--- config.mk ---
export PLATFORM = sky130hd
export DESIGN_NAME = isa_io_initiator
export DESIGN_NICKNAME = d
export VERILOG_FILES = /design/src/rtl/isa_io_initiator.sv
export SDC_FILE = /design/constraint.sdc
export NUM_CORES = 1
export LEC_CHECK = 0
export BUFFER_PORTS_ARGS = -buffer_cell sky130_fd_sc_hd__buf_4
export CORE_MARGIN = 2
export CORE_UTILIZATION = 50
export DETAILED_ROUTE_END_ITERATION = 8
export HOLD_SLACK_MARGIN = 0.06
export PLACE_DENSITY = 0.83
export SYNTH_ARGS = -nofsm -noshare
export SYNTH_HDL_FRONTEND = slang
export SYNTH_SLANG_ARGS = --single-unit
--- constraint.sdc ---
create_clock -name clk -period 3.35 [get_ports clk]
set_clock_uncertainty 0.05 [all_clocks]
set_input_delay 0.67 -clock clk [delete_from_list [all_inputs] [get_ports clk]]
set_output_delay 0.67 -clock clk [all_outputs]
set_load 0.005 [all_outputs]
--- src/rtl/isa_io_initiator.sv ---
// ISA bus I/O-cycle master. Turns single-byte host read/write requests into
// ISA I/O cycles: address setup, command strobe with wait-state extension and
// timeout, then address/data hold before reporting completion.
module isa_io_initiator #(
    parameter int         SETUP_CYCLES = 2,
    parameter int         CMD_CYCLES   = 4,
    parameter int         HOLD_CYCLES  = 1,
    parameter int         WAIT_TIMEOUT = 255,
    parameter logic [7:0] FLOAT_DATA   = 8'hFF
) (
    input  logic        clk,
    input  logic        reset,
    input  logic        req_valid,
    output logic        req_ready,
    input  logic        req_write,
    input  logic [15:0] req_addr,
    input  logic [7:0]  req_wdata,
    output logic        resp_valid,
    output logic [7:0]  resp_rdata,
    output logic        resp_timeout,
    output logic        busy,
    output logic [15:0] bus_a,
    output logic        bus_aen,
    output logic        bus_ior_l,
    output logic        bus_iow_l,
    output logic        bus_memr_l,
    output logic        bus_memw_l,
    output logic [7:0]  bus_d,
    input  logic [7:0]  bus_in,
    input  logic        bus_dir,
    input  logic        bus_rdy
);

    typedef enum logic [1:0] {IDLE, SETUP, CMD, HOLD} state_t;

    localparam logic [3:0] SETUP_LAST = 4'(SETUP_CYCLES - 1);
    localparam logic [3:0] CMD_LAST   = 4'(CMD_CYCLES - 1);
    localparam logic [3:0] HOLD_LAST  = 4'((HOLD_CYCLES > 0) ? HOLD_CYCLES - 1 : 0);
    localparam logic [7:0] WAIT_LIMIT = 8'(WAIT_TIMEOUT);

    state_t      state, state_n;
    logic [3:0]  cnt, cnt_n;
    logic [7:0]  wait_cnt, wait_n;
    logic        write_q, write_n;
    logic [7:0]  rd_q, rd_n;
    logic        to_q, to_n;
    logic [15:0] bus_a_n;
    logic        bus_aen_n, bus_ior_n, bus_iow_n;
    logic [7:0]  bus_d_n;
    logic        resp_valid_n, resp_timeout_n;
    logic [7:0]  resp_rdata_n;
    logic        end_cycle, timed_out;

    // Idle handshake is purely a function of the registered state.
    assign req_ready  = (state == IDLE);
    assign busy       = ~req_ready;
    assign bus_memr_l = 1'b1;
    assign bus_memw_l = 1'b1;

    // Next-state and next-output logic for the whole bus cycle; every register
    // holds its value unless the current phase says otherwise.
    always_comb begin
        state_n        = state;
        cnt_n          = cnt;
        wait_n         = wait_cnt;
        write_n        = write_q;
        rd_n           = rd_q;
        to_n           = to_q;
        bus_a_n        = bus_a;
        bus_aen_n      = bus_aen;
        bus_ior_n      = bus_ior_l;
        bus_iow_n      = bus_iow_l;
        bus_d_n        = bus_d;
        resp_valid_n   = 1'b0;
        resp_rdata_n   = resp_rdata;
        resp_timeout_n = resp_timeout;
        end_cycle      = 1'b0;
        timed_out      = 1'b0;

        case (state)
            IDLE: begin
                if (req_valid) begin
                    write_n   = req_write;
                    bus_a_n   = req_addr;
                    bus_aen_n = 1'b0;
                    bus_d_n   = req_write ? req_wdata : 8'h00;
                    cnt_n     = 4'd0;
                    state_n   = SETUP;
                end
            end
            SETUP: begin
                if (cnt == SETUP_LAST) begin
                    cnt_n  = 4'd0;
                    wait_n = 8'd0;
                    if (write_q) begin
                        bus_iow_n = 1'b0;
                    end else begin
                        bus_ior_n = 1'b0;
                    end
                    state_n = CMD;
                end else begin
                    cnt_n = cnt + 4'd1;
                end
            end
            CMD: begin
                if (cnt != CMD_LAST) begin
                    cnt_n = cnt + 4'd1;
                end else if (bus_rdy) begin
                    end_cycle = 1'b1;
                end else if ((WAIT_TIMEOUT != 0) && (wait_cnt == WAIT_LIMIT)) begin
                    end_cycle = 1'b1;
                    timed_out = 1'b1;
                end else begin
                    wait_n = wait_cnt + 8'd1;
                end

                if (end_cycle) begin
                    bus_ior_n = 1'b1;
                    bus_iow_n = 1'b1;
                    rd_n      = write_q ? 8'h00 : (bus_dir ? bus_in : FLOAT_DATA);
                    to_n      = timed_out;
                    cnt_n     = 4'd0;
                    if (HOLD_CYCLES == 0) begin
                        bus_aen_n      = 1'b1;
                        resp_valid_n   = 1'b1;
                        resp_rdata_n   = rd_n;
                        resp_timeout_n = to_n;
                        state_n        = IDLE;
                    end else begin
                        state_n = HOLD;
                    end
                end
            end
            HOLD: begin
                if (cnt == HOLD_LAST) begin
                    bus_aen_n      = 1'b1;
                    resp_valid_n   = 1'b1;
                    resp_rdata_n   = rd_q;
                    resp_timeout_n = to_q;
                    cnt_n          = 4'd0;
                    state_n        = IDLE;
                end else begin
                    cnt_n = cnt + 4'd1;
                end
            end
            default: begin
                state_n   = IDLE;
                bus_aen_n = 1'b1;
                bus_ior_n = 1'b1;
                bus_iow_n = 1'b1;
            end
        endcase
    end

    // State, counters and all bus outputs are registered; reset abandons any
    // cycle in flight without reporting it.
    always_ff @(posedge clk) begin
        if (reset) begin
            state        <= IDLE;
            cnt          <= 4'd0;
            wait_cnt     <= 8'd0;
            write_q      <= 1'b0;
            rd_q         <= 8'h00;
            to_q         <= 1'b0;
            bus_a        <= 16'h0000;
            bus_aen      <= 1'b1;
            bus_ior_l    <= 1'b1;
            bus_iow_l    <= 1'b1;
            bus_d        <= 8'h00;
            resp_valid   <= 1'b0;
            resp_rdata   <= 8'h00;
            resp_timeout <= 1'b0;
        end else begin
            state        <= state_n;
            cnt          <= cnt_n;
            wait_cnt     <= wait_n;
            write_q      <= write_n;
            rd_q         <= rd_n;
            to_q         <= to_n;
            bus_a        <= bus_a_n;
            bus_aen      <= bus_aen_n;
            bus_ior_l    <= bus_ior_n;
            bus_iow_l    <= bus_iow_n;
            bus_d        <= bus_d_n;
            resp_valid   <= resp_valid_n;
            resp_rdata   <= resp_rdata_n;
            resp_timeout <= resp_timeout_n;
        end
    end

endmodule

Word level (Yosys, flattened, before mapping). Index checks and enable logic that the tools add are counted.

Latch bits: 0. Register bits: 61. Output and inout bits: 41. Memory bits (writable): 0. Memories: 0. Bits of input ports: 38. Word-level logic and storage cells: 84. Memory bits (read-only): 0.

Muxes and demuxes: 36. Multipliers: 0. $add $sub $neg: 2. Equality and inequality tests: 16. Divide/modulo/power cells: 0. Bitwise operators: 2. Shift operators: 0. Reductions and logical operators: 14. Order comparisons: 0.

Operators by type and width (count): 8-bit two-way mux (7); 4-bit two-way mux (5); 2-bit inequality test (second input constant) (9); 4-bit one-hot mux with 4 select lines (1); 8-bit one-hot mux with 2 select lines (1); 1-bit two-way mux (14); 4-bit AND reduction (3); 8-bit by 1-bit adder with 8-bit output (second input constant) (1); 8-bit == test (second input constant) (1); 2-bit two-way mux (4); 2-bit one-hot mux with 4 select lines (1); 2-bit AND reduction (4); 1-bit one-hot mux with 2 select lines (3); 5-bit AND reduction (1); 4-bit by 1-bit adder with 4-bit output (second input constant) (1); 2-bit == test (second input constant) (2); 4-bit by 1-bit == test with 1-bit output (second input constant) (1); 4-bit zero test (1); 4-bit by 2-bit inequality test with 1-bit output (second input constant) (1); 2-bit nonzero test (2); 3-bit inequality test (second input constant) (1); 3-bit AND reduction (1); 2-bit by 1-bit == test with 1-bit output (second input constant) (1); 2-bit zero test (1); other kinds (2) (3).

Depth between registers and ports, before layout. Gate-level depths: netlist of the first run.

Word-level depth: 7. Mapped depth: 8. Depth with buffers taken out: 7.

Worst setup path before layout of the first run. Ideal clock, no wire load.

Path type: register to register. Start: register state[0]. End: register cnt[0]. Buffers on the path: 1. Required time: 3.159 ns. Setup time: 0.141 ns. Arrival time: 1.766 ns. Clock period less this slack: 1.957 ns. Path slack: 1.393 ns. Cell stages (with the launch flop): 9. Path through: dfxtp_1 inv_1 ha_1 buf_2 o22a_1 a2111oi_4 a21oi_1 a21oi_1 a311oi_1.

Cells in the longest elaborated chain, start to end: 3. Elaborated cells on any way between the ends: 8. Classes of those cells: eq/ne: 5; mux: 1; reduce/logical: 2.

RTL lines: start, declared (line 41) `state_t state, state_n;`; start signal, assigned (line 174) `state <= state_n;`; 2-bit == test / 2-bit zero test (equally long branches) (line 80) `case (state)`; 3-bit inequality test (no source line) / 2-bit inequality test (equally long branches); 2-bit AND reduction (no source line); end signal, assigned (line 175) `cnt <= cnt_n;`; end, declared (line 42) `logic [3:0] cnt, cnt_n;`.

Parallel ways exist; a longest one is shown, timed or not. A chain may end at the register's enable or synchronous reset.

Worst setup path in the final report of the first run.
Start: register state[0]. End: register wait_cnt[3].

Cells in the longest elaborated chain, start to end: 3. Elaborated cells on any way between the ends: 9. Classes of those cells: eq/ne: 6; mux: 1; reduce/logical: 2.

RTL lines: 2-bit == test / 2-bit by 1-bit == test with 1-bit output (equally long branches) (line 80); 2-bit inequality test (no source line) / 2-bit nonzero test (equally long branches); 5-bit AND reduction (no source line); end signal, assigned (line 176) `wait_cnt <= wait_n;`; end, declared (line 43) `logic [7:0] wait_cnt, wait_n;`.

Parallel ways exist; a longest one is shown, timed or not.

==> results of run 1 <==
-- report_power, final --
part           internal (W)  switching, W  total, W
clock              0.000361      0.000286  0.000648
combinational      0.000262      0.000363  0.000625
sequential         0.000797     0.0000543  0.000852
total               0.00142      0.000703   0.00212
-- critical path, cell delays in order, from the launching register on --
cell and delay [ps]:
dfxtp_1 340, inv_1 90, ha_1 350, and4bb_2 310, o211ai_1 270, o41ai_1 410, a22oi_1 140, nor2_1 140
-- stage by stage --
| stage | cells | power, W | setup slack [ps] | hold WS, ps | util [%] |
|---|---|---|---|---|---|
| 3_5_place_dp | 459 | 0.00149 | 1260 | 395 | 63.1 |
| 2_1_floorplan | 335 | 0.00126 | 1390 | 381 | - |
| 6_report | 475 | 0.00212 | 1170 | 404 | 66.8 |
| 3_3_place_gp | 459 | 0.00147 | 1300 | 388 | 63.1 |
| 4_1_cts | 475 | 0.00214 | 1220 | 406 | 66.8 |
| 5_1_grt | 475 | 0.00225 | 1030 | 419 | 66.8 |
-- layout make-up --
class	count	area (um^2)	share of cell area, %
Multi-Input combinational cell	235	1320	38.2
Sequential cell	61	1220	35.3
Timing Repair Buffer	76	571	16.5
Clock buffer	12	145	4.20
Tap cell	70	87.6	2.53
Inverter	17	63.8	1.85
Clock inverter	4	47.5	1.38
-- logic make-up after synthesis --
family,after synthesis,synth area share [%]
AOI/OAI and AO/OA,84,18.6
xor gates and xnor gates,3,0.972
adders and majority gates,8,3.70
buffers and inverters,39,6.06
DFF,61,45.2
muxes,8,2.96
other,1,0.139
and+or+nand+nor,130,22.4
-- metal layers --
layer / GRT usage [%] / vias up
met5: 0 / -
met3: 11.3 / 12
met1: 26.2 / 1141
met4: 7.86 / 0
met2: 33.7 / 102
li1: - / 1269
-- flip-flops by register name (all words and copies together) (netlist names) --
name          flops
resp_timeout      1
write_q           1
resp_valid        1
bus_aen           1
bus_ior_l         1
to_q              1
wait_cnt          8
bus_d             8
resp_rdata        8
state             2
cnt               4
rd_q              8
bus_iow_l         1
bus_a            16
-- how the worst max path moves through the flow --
stage	startpoint	to	slack, ps	cells after the start
2_1_floorplan	state[0]	cnt[0]	1390	8
3_3_place_gp	cnt[0]	cnt[0]	1300	7
3_5_place_dp	cnt[1]	cnt[0]	1260	7
4_1_cts	state[0]	wait_cnt[3]	1220	7
5_1_grt	state[0]	wait_cnt[3]	1030	7
6_report	state[0]	wait_cnt[3]	1170	7
-- layout by cell type, fill, tap and decap left out, types with 3 or more instances in the layout --
master and n:
buf_4 76, nand2_1 69, dfxtp_1 61, a21oi_1 53
inv_1 17, nor2_1 17, nand3_1 15, clkbuf_8 10
o21ai_0 9, mux2i_1 8, ha_1 8, nand4_1 7
a31oi_1 4, and2_1 4, nor2b_1 4, and3_1 3
xor2_1 3
==> flow_metrics.env, run 1 <==
export IMPL_initial_utilization_pct=52.2
export IMPL_run_status="completed"
export IMPL_drive_above_1_share_pct=23.2
export IMPL_final_min_period_over_clock_period_pct=65.1
export IMPL_synth_seq_area_share_pct=45.2
export IMPL_async_flop_share_pct=0
export IMPL_synthFlopType="dfxtp_1"
export IMPL_drt_drc_violations_left=0
export IMPL_postCtsHoldBufs=0
export IMPL_worstMarginPinSlew_ps=858
export IMPL_grt_start_max_net_pins=57
export IMPL_post_cts_setup_buffers=0
export IMPL_viasPerCell=5.31
export IMPL_r2r_end="wait_cnt[3]"
export IMPL_ctsRootBufferMaster="clkbuf_8"
export IMPL_htree_levels=3
export IMPL_power_per_cell_area_nw_per_um2=614
export IMPL_tritoncts_clock_tree="done"
export IMPL_ir_drop_mv=0.361
export IMPL_min_from="bus_a[10]"
export IMPL_grt_pass1_vias=2345
export IMPL_clkSlewWorstSetupHoldPaths_ps=70
export IMPL_clock_insertion_delay_worst_skew_ps=350
export IMPL_maxCapViolations=0
export IMPL_worstSetupEndpointType="register"
export IMPL_fp_dieH_um=77.5
export IMPL_yosysTopAreaCellShare_pct=45.2
export IMPL_finalWirelength_mm=6.34
export IMPL_wl_per_cell_um=13.3
export IMPL_routed_via_count=2524
export IMPL_rrSetupSlack_ps=1170
export IMPL_synthTopCellsByArea="dfxtp_1, a21oi_1, nand2_1, ha_1, mux2i_1"
export IMPL_place_area_um2=3260
export IMPL_post_synth_top_area_cell="dfxtp_1"
export IMPL_max_freq_ghz=0.459
export IMPL_rsz0062_at_grt="no"
export IMPL_fill_count=431
export IMPL_worst_slew_margin_relative_to_its_limit_pct=42.8
export IMPL_worst_r2r_startpoint="state[0]"
export IMPL_rows=26
export IMPL_crit_required_ps=3570
export IMPL_die_area_um2=6010
export IMPL_post_synth_num_cell_types=44
export IMPL_port_buffers=76
export IMPL_clock_path_buffers=2
export IMPL_largest_fanout_on_the_critical_path=11
export IMPL_grt_first_pass_wirelength_mm=10.5
export IMPL_tns_ps=0
export IMPL_synth_cells=334
export IMPL_grt_overflow_total=0
export IMPL_mappedNetlistArea_um2=2700
export IMPL_fin_area_um2=3460
export IMPL_critPathLaunchType="register"
export IMPL_routedLengthMet1_mm=2.73
export IMPL_synthTopCellsByCount="nand2_1, dfxtp_1, a21oi_1, inv_1, nor2_1"
export IMPL_synth_warning_count=0
export IMPL_post_synth_edffs=0
export IMPL_worstRegToRegCells=7
export IMPL_cts_repair_resize_count=0
export IMPL_n_antenna_cell=0
export IMPL_p_leak_nw=1.43
export IMPL_grt_usage_pct=21.9
export IMPL_hold_path_end="bus_a[10]"
export IMPL_worstHoldPathType="reg -> reg"
export IMPL_layout_min_cycle_time_ps=2180
export IMPL_cts_buffers_inserted=9
export IMPL_dr_pass1_iters=4
export IMPL_route_antenna_remaining_nets=0
export IMPL_post_synth_cell_area_avg_um2=8.09
export IMPL_num_nets_final=446
export IMPL_synth_most_common_cell="nand2_1"
export IMPL_hold_depth=2
export IMPL_wl_met3_um=629
export IMPL_setup_viol=0
export IMPL_die_w_um=77.5
export IMPL_final_max_slew_violation_count=0
export IMPL_core_region_area_um2=5170
export IMPL_path_class="reg -> reg"
export IMPL_antenna_found_initial=0
export IMPL_cts_num_sinks=61
export IMPL_pin_count=79
export IMPL_met2_length_mm=2.88
export IMPL_critPathArrivalTime_ps=2400
export IMPL_areaGrowthSynthToFinish_pct=27.9
export IMPL_routabilityCongestion=0.873
export IMPL_ys_ff_latch=61
export IMPL_detailed_place_hpwl_mm=4.34
export IMPL_detail_route_iter0_violations=117
export IMPL_hold_violations=0
export IMPL_highest_layer="met4"
Note: power is estimated with default switching activity, not from simulation.
==> inputs of run 2 (changes only) <==
- ABC_AREA: not set -> 1
- CORE_UTILIZATION: 50 -> 46
- PLACE_DENSITY: 0.83 -> 0.8
- clock period: 3.35 -> 2 ns (I/O delays scaled with it)
==> run 2 against run 1 <==
Compared with the run above:
- non-clock buffer count is 5 higher
- via count is 0.52% higher
- power is 94% higher
- clock-buffer cell count stayed put
- clock power is 120% higher
- final area is 4.5% higher
- wire length is 0.65% lower
- flip-flop and latch count stayed put
- synthesized area is 0.65% higher
- critical path depth is 1 higher
- die area is 8.9% higher
- register-to-register slack worse by 980 ps
==> flow_metrics.env, run 2 <==
export IMPL_setup_viol=0
export IMPL_clkSlewWorstSetupHoldPaths_ps=70
export IMPL_async_flop_share_pct=0
export IMPL_crit_required_ps=2190
export IMPL_worstHoldPathType="in -> reg"
export IMPL_largest_reg_flops=16
export IMPL_p_leak_nw=1.61
export IMPL_clock_insertion_delay_worst_skew_ps=330
export IMPL_clock_path_buffers=2
export IMPL_cts_repair_resize_count=0
export IMPL_post_synth_num_cell_types=32
export IMPL_synthTopCellsByCount="nand2_1, dfxtp_1, nor2_1, a21oi_1, inv_1"
export IMPL_finalNonFillerCells=524
export IMPL_post_cts_setup_buffers=0
export IMPL_maxCapViolations=0
export IMPL_synth_warning_count=0
export IMPL_max_freq_ghz=0.553
export IMPL_mappedNetlistArea_um2=2720
export IMPL_antenna_found_initial=0
export IMPL_fp_dieH_um=80.9
export IMPL_core_region_area_um2=5820
export IMPL_grt_usage_pct=20.0
export IMPL_dr_pass1_iters=5
export IMPL_viasPerCell=4.84
export IMPL_grt_first_pass_wirelength_mm=10.1
export IMPL_synth_seq_area_share_pct=44.9
export IMPL_place_inst=508
export IMPL_synthFlopType="dfxtp_1"
export IMPL_run_status="completed"
export IMPL_drt_drc_violations_left=0
export IMPL_final_cell_mix="nand2_1, buf_4, dfxtp_1"
export IMPL_cts_num_sinks=61
export IMPL_place_area_um2=3360
export IMPL_detail_route_iter0_violations=124
export IMPL_critPathArrivalTime_ps=2000
export IMPL_cts_buffers_inserted=9
export IMPL_largest_fanout_on_the_critical_path=8
export IMPL_largest_register="bus_a"
export IMPL_num_nets_final=490
export IMPL_postCtsHoldBufs=0
export IMPL_synth_most_common_cell="nand2_1"
export IMPL_fill_count=531
export IMPL_ys_ff_latch=61
export IMPL_wl_per_cell_um=12.0
export IMPL_route_antenna_remaining_nets=0
export IMPL_port_buffers=76
export IMPL_post_synth_cell_area_avg_um2=7.43
export IMPL_critPathLaunchType="register"
export IMPL_layout_min_cycle_time_ps=1810
export IMPL_ir_drop_mv=0.512
export IMPL_finalWorstSetupSlack_ps=190
export IMPL_hold_violations=0
export IMPL_area_sequential_um2=1220
export IMPL_initial_utilization_pct=46.8
export IMPL_finish_utilization_pct=62.1
export IMPL_htree_levels=3
export IMPL_synthTopCellsByArea="dfxtp_1, nand2_1, a21oi_1, nor2_1, inv_1"
export IMPL_die_area_um2=6540
export IMPL_final_min_period_over_clock_period_pct=90.5
export IMPL_routabilityCongestion=0.862
export IMPL_drive_above_1_share_pct=25.6
export IMPL_fin_area_um2=3610
export IMPL_worstSetupEndpointType="register"
export IMPL_n_antenna_cell=0
export IMPL_routed_via_count=2537
export IMPL_place_worst_setup_slack_ps=234
export IMPL_multi_input_comb_area_um2=1300
export IMPL_finalWirelength_mm=6.30
export IMPL_grt_start_max_net_pins=37
export IMPL_synth_cells=366
export IMPL_worst_slew_margin_relative_to_its_limit_pct=59.2
export IMPL_tns_ps=0
export IMPL_path_class="reg -> reg"
export IMPL_post_synth_top_area_cell="dfxtp_1"
export IMPL_detailed_place_hpwl_mm=4.57
export IMPL_grt_overflow_total=0
export IMPL_grt_pass1_vias=2357
export IMPL_final_max_slew_violation_count=0
export IMPL_layout_commonest_cell="nand2_1"
export IMPL_post_synth_edffs=0
export IMPL_worstMarginPinSlew_ps=611
export IMPL_yosysTopAreaCellShare_pct=44.9
export IMPL_pin_count=79
export IMPL_areaGrowthSynthToFinish_pct=32.8
export IMPL_tritoncts_clock_tree="done"
export IMPL_die_w_um=80.9
export IMPL_ctsRootBufferMaster="clkbuf_8"
export IMPL_rows=28
export IMPL_power_per_cell_area_nw_per_um2=1140
export IMPL_rsz0062_at_grt="no"
## run 2: path summary, 6_finish.rpt
check                     end  slack, ps  cells past startpoint   startpoint
hold reg to reg       rd_q[1]        410                      2      rd_q[1]
setup / recovery  wait_cnt[1]        190                      8     state[0]
setup reg to reg  wait_cnt[1]        190                      8     state[0]
hold / removal       bus_a[7]        270                      3  req_addr[7]
## run 2: through the flow
stage	total power (W)	hold WS, ps
floorplan	0.00224	389
CTS	0.00414	267
global placement	0.00269	396
finish	0.00412	270
detailed placement	0.00274	400
global route	0.00436	281
## run 2: cell type report
type,count,area share (%)
clock inverter,4,3.33
multi-input combinational,257,36.1
sequential,61,33.8
inverter,34,3.60
timing repair buffer,81,16.8
clock buffer,12,3.74
tap,75,2.60
## run 2: power by group
group          switching [W]  total, W  internal [W]
Combinational       0.000682   0.00120      0.000513
Clock               0.000449   0.00140      0.000956
Sequential          0.000123   0.00152       0.00140
## run 2: logic make-up after synthesis
kind of cell,Yosys count,synth area share [%]
simple gates,168,27.5
compound gates,73,14.6
flops,61,44.9
buf+inv,49,7.31
fa+ha+maj,8,3.68
xor+xnor,6,1.93
other cells,1,0.138
## run 2: critical path, cell delays in order (launching register included)
cell	delay, ps
dfxtp_1	330
inv_1	100
ha_1	350
nand2_1	140
nor2_4	150
nand2_4	80
a21oi_4	240
nor2_1	80
nor3_1	190
## run 2: per-layer routing
| layer | GRT usage [%] | share of wire (%) | vias up |
|---|---|---|---|
| met3 | 5.33 | 7.2 | 17 |
| met2 | 34.0 | 46 | 83 |
| met4 | 11.2 | 2.4 | 0 |
| met5 | 0 | 0 | - |
| li1 | - | - | 1312 |
| met1 | 22.7 | 44 | 1125 |
==> inputs of run 3 (changes only) <==
--- a/constraint.sdc
+++ b/constraint.sdc
@@ -4,2 +4,2 @@
 set_output_delay 0.4 -clock clk [all_outputs]
-set_load 0.005 [all_outputs]
+set_load 0.1 [all_outputs]
==> run 3 against run 2 <==
Compared with the run above:
- combinational power increased by 100%
- global-route usage increased by 1.0 points
- sequential share of layout area increased by 0.15 points
- register-to-register slack got worse by 30 ps
- sequential power about the same
- setup slack got worse by 39 ps
- wire length increased by 3.6%
- critical path type is now reg -> out
- largest power group is now combinational cells
==> flow_metrics.env, run 3 (synthesis gave the netlist of run 2 again) <==
export IMPL_finalWirelength_mm=6.52
export IMPL_pin_count=79
export IMPL_hold_violations=0
export IMPL_finish_utilization_pct=61.8
export IMPL_post_cts_setup_buffers=0
export IMPL_final_cell_mix="nand2_1, buf_4, dfxtp_1"
export IMPL_wl_per_cell_um=12.5
export IMPL_layout_commonest_cell="nand2_1"
export IMPL_crit_path_cell_chain="inv_2 -> ha_4 -> clkinvlp_4 -> buf_4"
export IMPL_ctsRootBufferMaster="clkbuf_8"
export IMPL_clock_insertion_delay_worst_skew_ps=340
export IMPL_worstSetupEndpointType="output pin"
export IMPL_cts_buffers_inserted=9
export IMPL_die_w_um=80.9
export IMPL_port_buffers=76
export IMPL_cts_repair_resize_count=0
export IMPL_initial_utilization_pct=46.8
export IMPL_tritoncts_clock_tree="done"
export IMPL_largest_reg_flops=16
export IMPL_ir_drop_mv=0.948
export IMPL_core_region_area_um2=5820
export IMPL_drive_above_1_share_pct=27.2
export IMPL_crit_required_ps=1550
export IMPL_htree_levels=3
export IMPL_critPathSlowestCell="dfxtp_1"
export IMPL_clock_path_buffers=2
export IMPL_max_freq_ghz=0.541
export IMPL_final_max_slew_violation_count=0
export IMPL_setup_viol=0
export IMPL_grt_usage_pct=21.0
export IMPL_tns_ps=0
export IMPL_area_sequential_um2=1220
export IMPL_die_area_um2=6540
export IMPL_final_min_period_over_clock_period_pct=92.4
export IMPL_fp_dieH_um=80.9
export IMPL_areaGrowthSynthToFinish_pct=32.2
export IMPL_largest_register="bus_a"
export IMPL_routabilityCongestion=0.880
export IMPL_path_class="reg -> out"
export IMPL_worst_slew_margin_relative_to_its_limit_pct=59.7
export IMPL_n_antenna_cell=0
export IMPL_clkSlewWorstSetupHoldPaths_ps=70
export IMPL_p_leak_nw=1.59
export IMPL_routed_via_count=2581
export IMPL_power_per_cell_area_nw_per_um2=1440
export IMPL_fill_count=529
export IMPL_route_antenna_remaining_nets=0
export IMPL_drt_drc_violations_left=0
export IMPL_critPathArrivalTime_ps=1400
export IMPL_detail_route_iter0_violations=209
export IMPL_critPathLaunchType="register"
export IMPL_dr_pass1_iters=5
export IMPL_grt_start_max_net_pins=37
export IMPL_run_status="completed"
export IMPL_rsz0062_at_grt="no"
export IMPL_num_nets_final=489
export IMPL_worstHoldPathType="in -> reg"
export IMPL_rows=28
export IMPL_multi_input_comb_area_um2=1320
export IMPL_viasPerCell=4.93
export IMPL_grt_overflow_total=0
export IMPL_detailed_place_hpwl_mm=4.57
export IMPL_crit_path_max_incr_delay_ps=380
export IMPL_grt_first_pass_wirelength_mm=10.4
export IMPL_antenna_found_initial=0
export IMPL_postCtsHoldBufs=0
export IMPL_layout_min_cycle_time_ps=1850
export IMPL_grt_pass1_vias=2306
export IMPL_maxCapViolations=0
export IMPL_cts_num_sinks=61
export IMPL_worstMarginPinSlew_ps=604
export IMPL_largest_fanout_on_the_critical_path=5
-- run 3: layer usage --
| layer | routed length, um | global-route usage [%] | vias up |
|---|---|---|---|
| met5 | 0 | 0 | - |
| met4 | 48 | 5.59 | 0 |
| met3 | 574 | 8.56 | 8 |
| met2 | 3280 | 36.8 | 103 |
| met1 | 2620 | 23.6 | 1164 |
| li1 | - | - | 1306 |
-- run 3: worst max-delay path, delay by kind of cell (launching register included) --
kind                     cells  cell delay (ps)
buffers and inverters        3              490
flip-flops                   1              380
adder cells (fa/ha/maj)      1              180
-- run 3: worst paths after layout --
| check | start | slack, ps | cells after the start | end |
|---|---|---|---|---|
| min | req_addr[1] | 260 | 3 | bus_a[1] |
| max | state[1] | 150 | 4 | busy |
| max reg2reg | state[0] | 160 | 9 | wait_cnt[5] |
| min reg2reg | rd_q[4] | 410 | 2 | resp_rdata[4] |
-- run 3: stage by stage --
step	total power (W)	instances	setup slack (ps)	instance area [um^2]	hold slack [ps]
after global routing	0.00543	523	23.7	3600	251
after CTS	0.00519	523	141	3600	245
final	0.00517	523	152	3600	259
after floorplan	0.00345	367	1.74	2750	389
after global placement	0.00391	507	293	3370	396
after detailed placement	0.00395	507	206	3370	401
-- run 3: layout make-up --
type | instances | share of cell area, %
timing repair buffer | 80 | 16.7
tap | 75 | 2.61
clock buffer | 12 | 4.31
inverter | 34 | 3.72
sequential | 61 | 34.0
multi-input combinational | 257 | 36.7
clock inverter | 4 | 1.95
-- run 3: where the power goes --
group | switching [W] | internal (W)
combinational | 0.00186 | 0.000548
clock | 0.000469 | 0.000765
sequential | 0.000128 | 0.00140
